**src/rtl/serial_add_pkg.sv**
```systemverilog
// Shared types and helpers for the bit-serial adder controller.
package serial_add_pkg;

  typedef enum logic [1:0] {IDLE, RUN, DONE} sa_state_t;

  function automatic int cnt_w(int w);
    return $clog2(w + 1);
  endfunction

endpackage

```
**src/rtl/serial_add_ctrl_fa.sv**
```systemverilog
// Single-bit full adder shared across all bit positions by serial_add_ctrl.
module full_adder (
  input  logic a,
  input  logic b,
  input  logic cin,
  output logic s,
  output logic c
);

  assign s = a ^ b ^ cin;
  assign c = (a & b) | (a & cin) | (b & cin);

endmodule

```
**src/rtl/serial_add_ctrl.sv**
```systemverilog
// Bit-serial adder: one full_adder walked LSB-first over WIDTH cycles, valid/ready on both sides.
// Optional SERIAL_ADD_SUB_EN adds a `sub` input selecting a-b (cout=1 means no borrow).
module serial_add_ctrl
  import serial_add_pkg::*;
#(
  parameter int WIDTH = 8
) (
  input  logic             clk,
  input  logic             rst,
  input  logic             in_valid,
  output logic             in_ready,
  input  logic [WIDTH-1:0] a,
  input  logic [WIDTH-1:0] b,
  input  logic             cin,
`ifdef SERIAL_ADD_SUB_EN
  input  logic             sub,
`endif
  output logic             out_valid,
  input  logic             out_ready,
  output logic [WIDTH-1:0] sum,
  output logic             cout,
  output logic             busy
);

  localparam int CW = cnt_w(WIDTH);

  sa_state_t        state;
  logic [WIDTH-1:0] a_sr;
  logic [WIDTH-1:0] b_sr;
  logic [WIDTH-1:0] sum_sr;
  logic             carry;
  logic [CW-1:0]    cnt;
  logic             fa_s;
  logic             fa_c;
  logic [WIDTH:0]   sum_shift;
  logic [WIDTH-1:0] b_load;
  logic             c_load;

`ifdef SERIAL_ADD_SUB_EN
  // Subtraction as a + ~b + 1; cin is deliberately ignored in that mode.
  assign b_load = sub ? ~b : b;
  assign c_load = sub ? 1'b1 : cin;
`else
  assign b_load = b;
  assign c_load = cin;
`endif

  // New sum bit enters at the MSB; the wide concat keeps WIDTH==1 legal.
  assign sum_shift = {fa_s, sum_sr};

  full_adder u_fa (
    .a  (a_sr[0]),
    .b  (b_sr[0]),
    .cin(carry),
    .s  (fa_s),
    .c  (fa_c)
  );

  always_ff @(posedge clk or posedge rst) begin
    if (rst) begin
      state     <= IDLE;
      a_sr      <= '0;
      b_sr      <= '0;
      sum_sr    <= '0;
      carry     <= 1'b0;
      cnt       <= '0;
      in_ready  <= 1'b1;
      out_valid <= 1'b0;
      sum       <= '0;
      cout      <= 1'b0;
      busy      <= 1'b0;
    end else begin
      case (state)
        IDLE: begin
          if (in_valid && in_ready) begin
            a_sr     <= a;
            b_sr     <= b_load;
            carry    <= c_load;
            cnt      <= '0;
            state    <= RUN;
            in_ready <= 1'b0;
            busy     <= 1'b1;
          end
        end
        RUN: begin
          a_sr   <= a_sr >> 1;
          b_sr   <= b_sr >> 1;
          sum_sr <= sum_shift[WIDTH:1];
          carry  <= fa_c;
          cnt    <= cnt + CW'(1);
          if (cnt == CW'(WIDTH - 1)) begin
            state     <= DONE;
            out_valid <= 1'b1;
            sum       <= sum_shift[WIDTH:1];
            cout      <= fa_c;
          end
        end
        DONE: begin
          // A new in_valid here is not taken; acceptance waits for IDLE.
          if (out_ready) begin
            state     <= IDLE;
            out_valid <= 1'b0;
            busy      <= 1'b0;
            in_ready  <= 1'b1;
          end
        end
        default: state <= IDLE;
      endcase
    end
  end

endmodule
```
**config.mk**
```make
export PLATFORM = sky130hd
export DESIGN_NAME = serial_add_ctrl
export DESIGN_NICKNAME = d
export VERILOG_FILES = /design/src/rtl/serial_add_pkg.sv /design/src/rtl/serial_add_ctrl_fa.sv /design/src/rtl/serial_add_ctrl.sv
export SDC_FILE = /design/constraint.sdc
export NUM_CORES = 1
export LEC_CHECK = 0
export CAP_MARGIN = 30
export CORE_AREA = 4 4 62 78
export DETAILED_ROUTE_END_ITERATION = 16
export DIE_AREA = 0 0 66 82
export MAX_ROUTING_LAYER = met4
export PLACE_DENSITY = 0.82
export SYNTH_ARGS = -nofsm -noshare
export SYNTH_HDL_FRONTEND = slang
export SYNTH_SLANG_ARGS = --single-unit
export TNS_END_PERCENT = 30
```
**constraint.sdc**
```tcl
create_clock -name clk -period 1.3 [get_ports clk]
set_input_delay 0.26 -clock clk [delete_from_list [all_inputs] [get_ports clk]]
set_output_delay 0.26 -clock clk [all_outputs]
set_load 0.01 [all_outputs]
```
==> flow_summary.yaml <==
sta:
  setup_slack_ps: -101
  rsz0062_at_grt: "yes"
  setup_tns_ps: -831
  finalCriticalPeriod_ps: 1400
  fin_worst_skew_ps: 8.80
  timing.final.hold_violations: 0
  post-route-period-util_pct: 108
  max_freq_mhz: 714
  setup_violations: 10
  max-slew-margin-rel_pct: 85.3
  worstMarginPinSlew_ps: 220
  drv_slew: 0
power_and_ir_drop:
  clock_power_share_pct: 19.2
  seq_power_share_pct: 46.8
  intPower_w: 0.00304
  pwr-share-comb_pct: 34.0
  irDropWorstVdd_v: 0.000861
  p_per_area_mw_per_mm2: 1800
  power_w: 0.00445
  swShare_pct: 31.6
  p_leak_nw: 1.18
  switchingPower_w: 0.00141
final_layout:
  syn_to_final_growth_pct: 35.3
  drive_gt1_share_pct: 18.6
  fillers: 370
  num-nets-final: 253
  diodes: 0
worst_setup_path:
  cp_data_arrival_time_ps: 1570
  reg2reg_from: "cnt[0]$_DFFE_PP0P_"
  worstSetupPathType: "flop to flop"
  crit_start: "cnt[0]$_DFFE_PP0P_"
  startpoint_type: "flop"
  cp.required_ps: 1470
  path_max_fanout: 11
  end_kind: "flop"
yosys:
  async_flop_share_pct: 100
  ys_warn_count: 0
  ys.flop_type: "dfrtp_1"
  synth_area_mm2: 0.00182
  synth_most_common_cell: "nand2_1"
  synth_cell_type_count: 24
  netlist_instances: 184
  synth_nets: 207
  syn_area_per_cell_um2: 9.89
  synth_commonest_cells: "62 x nand2_1, 41 x dfrtp_1, 38 x nand3_1"
  synth_area_leader_cell: "dfrtp_1"
  synth_area_leaders: "dfrtp_1 56%, nand2_1 13%, nand3_1 10%, mux2_2 5.6%, buf_2 1.9%"
  synth-seq-cells: 42
  synth_edf_count: 0
  synth_seq_area_share_pct: 57.8
  synth_top_area_share_pct: 56.4
floorplan:
  io_pins: 33
  rows: 26
  initial_core_util_pct: 44.8
  die_height_um: 82
  dieArea_mm2: 0.00541
  core-area_mm2: 0.00407
  dieWidth_um: 66
clock_tree:
  h-tree-depth: 2
  cts_tree: "built"
  path_clk_slew_ps: 80
  cts-buffers-inserted: 5
  clock-sinks: 42
  clockBufferDepth: 2
  clkLatencyLatePin_ps: 290
  cts_root_buffer: "clkbuf_8"
drt:
  dr.pass1.iters: 5
  vias_per_cell: 4.90
  ant_nets: 0
  vias: 1407
  avgRoutedWirePerCell_um: 12.4
  drc: 0
  drt_iter0_markers: 54
  wl_um: 3560
grt:
  antenna_found_initial: 0
  grt_max_degree: 43
  grt_pass1_wl_um: 6270
  grt_pass1_vias: 1453
  grtUsageTotal_pct: 15.6
  gr-total-overflow: 0
outcome:
  violations: "setup timing"
  status: "finished with violations"
placement:
  gp_congestion: 0.758
  place_ws_ps: -124
  place.port_buffers: 32
  dp.final_hpwl_um: 2550
min_path:
  hp-class: "primary input to async pin"
job:
  cap_violations: 0
## power by group through the flow
stage          Sequential [W]  Clock (W)  Combinational [W]
6_report              0.00208   0.000855            0.00151
5_1_grt               0.00215   0.000950            0.00170
4_1_cts               0.00208   0.000892            0.00150
3_5_place_dp          0.00212          0            0.00160
3_3_place_gp          0.00209          0            0.00153
2_1_floorplan         0.00214          0           0.000749
## stage by stage
stage	cells	area (um2)	hold slack, ps	utilization (%)
final	287	2460	315	60.6
after global routing	287	2460	329	60.6
after CTS	286	2430	320	59.8
after detailed placement	278	2350	459	57.9
after global placement	278	2350	454	57.9
after floorplan	184	1830	365	-
## worst max-delay path, stage by stage (launching register included)
cell and delay, ps:
dfrtp_1 380, ha_2 200, nand2_2 70, nor3_4 150
buf_12 160, mux2_2 330
## final cells by class
| cell class | count | area, um2 | area share, % |
|---|---|---|---|
| clock buffer | 6 | 82.6 | 3.35 |
| sequential | 42 | 1050 | 42.7 |
| tap | 56 | 70.1 | 2.84 |
| clock inverter | 2 | 12.5 | 0.508 |
| inverter | 2 | 7.51 | 0.305 |
| timing repair buffer | 50 | 522 | 21.2 |
| multi-input combinational | 129 | 717 | 29.1 |
## state kept, by name (all words and copies together) (netlist names)
name       count
a_sr           8
carry          1
b_sr           8
out_valid      1
sum_sr         7
in_ready       1
cnt            4
sum            8
busy           1
state          2
cout           1
## metal layers
layer | routed length, um | GRT usage, % | vias up | part of all wire (%)
li1 | - | - | 697 | -
met1 | 1430 | 16.6 | 673 | 40
met3 | 172 | 4.10 | 5 | 4.8
met5 | 0 | - | - | 0
met4 | 48 | 6.10 | 0 | 1.3
met2 | 1910 | 27.6 | 32 | 54
## cell families after synthesis
| logic type | synth area share (%) |
|---|---|
| AND/OR/NAND/NOR | 28.0 |
| multiplexers | 5.57 |
| buffers and inverters | 3.99 |
| AO/OA/AOI/OAI | 2.89 |
| adder cells (fa/ha/maj) | 1.79 |
| flip-flops | 57.8 |
## worst paths after layout
kind	slack, ps	cells past startpoint	end
max	-100	5	cout$_DFFE_PP0P_
min	320	3	sum[6]$_DFFE_PP0P_
max reg2reg	-100	5	cout$_DFFE_PP0P_
min reg2reg	470	2	sum_sr[1]$_DFFE_PP0P_
max in group asynchronous	720	3	in_ready$_DFFE_PP1P_
min in group clk	470	2	sum_sr[1]$_DFFE_PP0P_
## cells in the final DEF, fill, tap and decap left out
master           synthesis  routed
clkdlybuf4s50_1          0      20
a21o_1                   2       2
nor3_4                   1       1
and4bb_1                 1       1
o21a_1                   1       1
buf_4                    0      11
nor2b_1                  2       2
a21oi_1                  2       2
o21ai_0                  3       3
nand2b_4                 1       1
nand2_1                 62      61
dfrtp_1                 41      41
nand3_1                 38      38
ha_2                     0       1
or2_2                    1       1
buf_6                    2       2
or3_1                    1       1
nor3b_1                  1       1
mux2_2                   9       9
fa_1                     1       1
clkinvlp_4               0       1
o21ai_1                  1       1
dfstp_2                  1       1
clkbuf_8                 0       6
nand4bb_4                0       1
buf_12                   0       6
nand2_2                  0       1
clkinv_2                 0       1
inv_1                    2       2
dlygate4sd2_1            0      11
## repair_timing
action                                  CTS  global route
pin swaps                                 2             0
hold buffers                              0             0
hold endpoints to repair                  0             0
setup buffers                             0             1
endpoints found under the setup margin   22            34
gates resized for setup                  15             3
(Power assumes the default switching activity.)
